`src/rtl/fixedpoint_inv.sv`:
```
// Sequential shift-add multiply by the Q1.8 constant K (1/ln2),
// with round-half-up and saturation to 8 bits.
module fixedpoint_inv #(
  parameter logic [8:0] K = 9'd369
) (
  input  logic       clk,
  input  logic       rst,
  input  logic [7:0] int_in,
  input  logic       in_valid,
  output logic       in_ready,
  output logic [7:0] result,
  output logic       ovf,
  output logic       out_valid,
  input  logic       out_ready
);

  typedef enum logic [1:0] {
    IDLE = 2'd0,
    CALC = 2'd1,
    DONE = 2'd2
  } state_t;

  state_t      state_q, state_d;
  logic [7:0]  op_q, op_d;
  logic [16:0] acc_q, acc_d;
  logic [2:0]  cnt_q, cnt_d;
  logic [7:0]  result_q, result_d;
  logic        ovf_q, ovf_d;

  logic [16:0] addend;
  logic [16:0] rnd_sum;
  logic [8:0]  rnd;

  always_ff @(posedge clk) begin
    if (rst) begin
      state_q  <= IDLE;
      op_q     <= '0;
      acc_q    <= '0;
      cnt_q    <= '0;
      result_q <= '0;
      ovf_q    <= 1'b0;
    end else begin
      state_q  <= state_d;
      op_q     <= op_d;
      acc_q    <= acc_d;
      cnt_q    <= cnt_d;
      result_q <= result_d;
      ovf_q    <= ovf_d;
    end
  end

  always_comb begin
    state_d  = state_q;
    op_d     = op_q;
    acc_d    = acc_q;
    cnt_d    = cnt_q;
    result_d = result_q;
    ovf_d    = ovf_q;
    addend   = '0;
    rnd_sum  = '0;
    rnd      = '0;
    unique case (state_q)
      IDLE: begin
        if (in_valid) begin
          op_d    = int_in;
          acc_d   = '0;
          cnt_d   = '0;
          state_d = CALC;
        end
      end
      CALC: begin
        if (op_q[cnt_q]) begin
          addend = {8'd0, K} << cnt_q;
        end
        acc_d = acc_q + addend;
        cnt_d = cnt_q + 3'd1;
        if (cnt_q == 3'd7) begin
          // acc_d <= 94095, so adding 128 cannot wrap 17 bits
          rnd_sum  = acc_d + 17'd128;
          rnd      = rnd_sum[16:8];
          state_d  = DONE;
          if (rnd[8]) begin
            result_d = 8'hff;
            ovf_d    = 1'b1;
          end else begin
            result_d = rnd[7:0];
            ovf_d    = 1'b0;
          end
        end
      end
      DONE: begin
        if (out_ready) begin
          state_d = IDLE;
        end
      end
      default: begin
        state_d = IDLE;
      end
    endcase
  end

  assign in_ready  = (state_q == IDLE);
  assign out_valid = (state_q == DONE);
  assign result    = result_q;
  assign ovf       = ovf_q;

endmodule

```
`config.mk`:
```
export PLATFORM = sky130hd
export DESIGN_NAME = fixedpoint_inv
export DESIGN_NICKNAME = d
export VERILOG_FILES = /design/src/rtl/fixedpoint_inv.sv
export SDC_FILE = /design/constraint.sdc
export NUM_CORES = 1
export LEC_CHECK = 0
export CORE_MARGIN = 2
export CORE_UTILIZATION = 50
export CTS_CLUSTER_SIZE = 8
export DETAILED_ROUTE_END_ITERATION = 8
export GPL_ROUTABILITY_DRIVEN = 0
export PLACE_DENSITY = 0.78
export SLEW_MARGIN = 20
export SYNTH_ARGS = -nofsm -noshare
export SYNTH_HDL_FRONTEND = slang
export SYNTH_SLANG_ARGS = --single-unit
```
`constraint.sdc`:
```
create_clock -name clk -period 9.19 [get_ports clk]
set_clock_uncertainty 0.15 [all_clocks]
set_input_delay 1.838 -clock clk [delete_from_list [all_inputs] [get_ports clk]]
set_output_delay 1.838 -clock clk [all_outputs]
set_load 0.01 [all_outputs]
```
==> flow_metrics.py <==
metrics = {
    "sta": {
        "fmax_mhz": 193,
        "timing.final.ws_setup_ps": 4000,
        "setup_repair_after_global_routing_missed_its_margin": "false",
        "min_period_ps": 5190,
        "slew_viol_final": 0,
        "hold_viol": 0,
        "tightestPinTransition_ps": 980,
        "slew-limit-headroom_pct": 34.4,
        "fin_crit_sh_pct": 56.5,
        "setup_violations": 0,
        "timing.setup.tns_ps": 0,
    },
    "placement": {
        "port_buffers": 22,
        "placement.setup.worst_slack_ps": 4100,
        "post-dp-hpwl_um": 4620,
    },
    "logic_synthesis": {
        "synth.top_cell.area_share_pct": 27.5,
        "synth.avg_cell_area_um2": 8.01,
        "ys.flop_type": "sky130_fd_sc_hd__dfxtp_1",
        "yosys-top-cells-area": "sky130_fd_sc_hd__dfxtp_1 (27%), sky130_fd_sc_hd__ha_1 (11%), sky130_fd_sc_hd__a21oi_1 (7.0%)",
        "yosys_warnings": 0,
        "netlist_instances": 355,
        "mappedNetlistArea_um2": 2840,
        "netlist.top_cell.by_area": "sky130_fd_sc_hd__dfxtp_1",
        "ys_seq_area_share_pct": 27.5,
        "synth.most_common_cell": "sky130_fd_sc_hd__nand2_1",
        "async_reset_ff_share_pct": 0,
        "synth_cell_types": 56,
        "synth.ff_latch_count": 39,
        "synthesis.nets": 393,
        "synth_enable_flop_cells": 0,
        "synthTopCellsByCount": "sky130_fd_sc_hd__nand2_1 (47), sky130_fd_sc_hd__nor2_1 (43), sky130_fd_sc_hd__a21oi_1 (40)",
    },
    "route": {
        "detail_route.drc_violations": 0,
        "routed_via_density": 5.79,
        "routed-via-count": 2543,
        "drtPass1Iterations": 4,
        "drc_marker_count_from_the_first_detailed_route_iteration": 161,
        "wire_per_inst_um": 14.6,
        "drt-total-wl_um": 6390,
        "ant_nets": 0,
    },
    "power": {
        "max-vdd-ir-drop_v": 0.0000669,
        "leakage_nw": 1.24,
        "power.density_cell_area_nw_per_um2": 117,
        "design_power_total_uw": 375,
    },
    "setup_path": {
        "worstSetupEndpointType": "flip-flop",
        "path_max_fanout": 16,
        "worst-setup-path-type": "reg2reg",
        "crit-reg2reg-launch": "cnt_q[2]",
        "terminus_of_the_critical_flop_to_flop_path": "result[5]",
        "worst-r2r-setup-slack_ps": 4000,
        "required_ps": 9190,
        "timing.reg2reg.worst_path_depth": 15,
        "critical_path_arrival_ps": 5190,
        "start_kind": "flip-flop",
    },
    "floorplan": {
        "dieArea_um2": 6300,
        "pin_count": 23,
        "floorplan.initialDensity_pct": 51.6,
        "placement_rows": 27,
        "chipWidth_um": 79.4,
        "die_h_um": 79.4,
        "floorplan.core_area_um2": 5510,
    },
    "cts": {
        "cts_htree_levels": 2,
        "post_cts.resized_instances": 0,
        "cts_num_sinks": 39,
        "clockBufferDepth": 2,
        "clock_insertion_delay_worst_skew_ps": 300,
        "clockRootBuffer": "sky130_fd_sc_hd__clkbuf_8",
        "worst_setup_hold_path_clk_slew_ps": 80,
        "cts_inserted_buffers": 5,
        "holdBufCountCts": 0,
        "cts_post_setup_buffers_inserted": 0,
        "tritoncts": "done",
    },
    "global_route": {
        "number_of_antenna_violations_at_the_first_check_in_global_routing": 0,
        "grt_pass1_vias": 2300,
        "overflow": 0,
        "grt_usage_pct": 21.4,
        "grt_first_pass_wirelength_um": 10600,
        "grt_max_degree": 40,
    },
    "outcome": {
        "outcome": "complete, no violations",
    },
    "hold_path": {
        "worst_hold_path.num_cells": 2,
        "worst_hold_startpoint": "op_q[2]",
        "timing.hold.worst.class": "reg2reg",
        "worstHoldEndpoint": "op_q[2]",
    },
    "cells_and_area": {
        "num_antenna_cells": 0,
        "finish.net_count": 404,
        "flow.area_growth_from_synthesis_pct": 12.6,
        "fillerInstances": 490,
        "layout_cell_share_with_drive_strength_beyond_1_pct": 8.72,
    },
    "run": {
        "maxCapViolations": 0,
    },
}
-- flip-flops by register name, indices dropped and copies added, names as in the netlist --
name     cells
acc_q       17
ovf          1
op_q         8
state_q      2
result       8
cnt_q        3
-- worst max-delay path, stage by stage (launching register included) --
cell	delay [ps]
sky130_fd_sc_hd__dfxtp_1	670
sky130_fd_sc_hd__mux4_2	600
sky130_fd_sc_hd__mux2i_1	630
sky130_fd_sc_hd__nor2_1	110
sky130_fd_sc_hd__nand2_1	150
sky130_fd_sc_hd__inv_1	60
sky130_fd_sc_hd__ha_1	310
sky130_fd_sc_hd__a211oi_2	320
sky130_fd_sc_hd__o21ai_2	120
sky130_fd_sc_hd__a31oi_1	380
sky130_fd_sc_hd__nand2_1	140
sky130_fd_sc_hd__xor2_1	420
sky130_fd_sc_hd__and4_1	350
sky130_fd_sc_hd__nand4_2	140
sky130_fd_sc_hd__xnor2_2	340
sky130_fd_sc_hd__a311oi_1	150
-- worst max path at each step --
stage,endpoint,depth (start not counted),slack [ps],start
floorplan,result[1],17,4860,cnt_q[1]
global placement,result[4],15,4290,cnt_q[2]
detailed placement,result[4],15,4100,cnt_q[2]
CTS,result[4],15,4080,cnt_q[2]
global route,result[5],15,3600,cnt_q[2]
finish,result[5],15,4000,cnt_q[2]
-- cell usage in the layout, fill, tap and decap left out, drive strengths merged, types with 3 or more instances in the layout --
cell	synthesis	final
o211ai	5	5
xor2	10	10
and3	3	3
a31oi	5	5
xnor2	12	12
a21oi	43	43
ha	25	25
a21o	5	5
o21ai	5	5
dfxtp	39	39
and2	9	9
a311oi	7	7
nand2b	6	6
clkdlybuf4s50	0	22
nor2b	8	8
nand2	47	47
a211oi	6	6
clkbuf	16	6
a22oi	4	4
nor3	4	4
inv	9	9
nor2	43	43
nand3	18	18
-- area by class of cell --
cell class / instances / area, µm² / area share (%)
Sequential cell: 39 / 781 / 24.4
Clock buffer: 6 / 82.6 / 2.58
Inverter: 9 / 33.8 / 1.06
Timing Repair Buffer: 23 / 228 / 7.11
Tap cell: 72 / 90.1 / 2.81
Multi-Input combinational cell: 288 / 1950 / 60.9
Clock inverter: 2 / 35.0 / 1.09
-- logic make-up (layout without fill, tap and decap cells) --
logic type | Yosys count | count (layout) | share of synthesized area (%)
flops | 39 | 39 | 27.5
buf+inv | 28 | 40 | 4.00
simple gates | 148 | 148 | 24.6
xor+xnor | 22 | 22 | 7.83
compound gates | 87 | 87 | 21.7
fa+ha+maj | 26 | 26 | 11.7
mux | 5 | 5 | 2.68
-- report_power, final --
group          leakage, nW  internal, mW  switching [mW]  total [mW]
combinational        0.864        0.0173          0.0287      0.0460
clock               0.0612        0.0879          0.0652       0.153
sequential           0.316         0.173         0.00359       0.176
total                 1.24         0.278          0.0974       0.375
-- routing by layer --
layer  routed length [µm]  vias to the layer above  share of wire [%]  GRT usage, %
li1                     -                     1274                  -             -
met1                 3050                     1205                 48          27.7
met2                 3060                       50                 48          35.8
met3                  180                       14                2.8          3.85
met4                  101                        0                1.6          7.59
met5                    0                        -                  0             0
-- through the flow --
stage / area, µm² / hold slack (ps) / cells / util [%]
floorplan: 2840 / 283 / 355 / -
global placement: 3080 / 300 / 431 / 56.0
detailed placement: 3080 / 306 / 431 / 56.0
CTS: 3200 / 318 / 439 / 58.1
global route: 3200 / 330 / 439 / 58.1
finish: 3200 / 316 / 439 / 58.1
(Power assumes the default switching activity.)
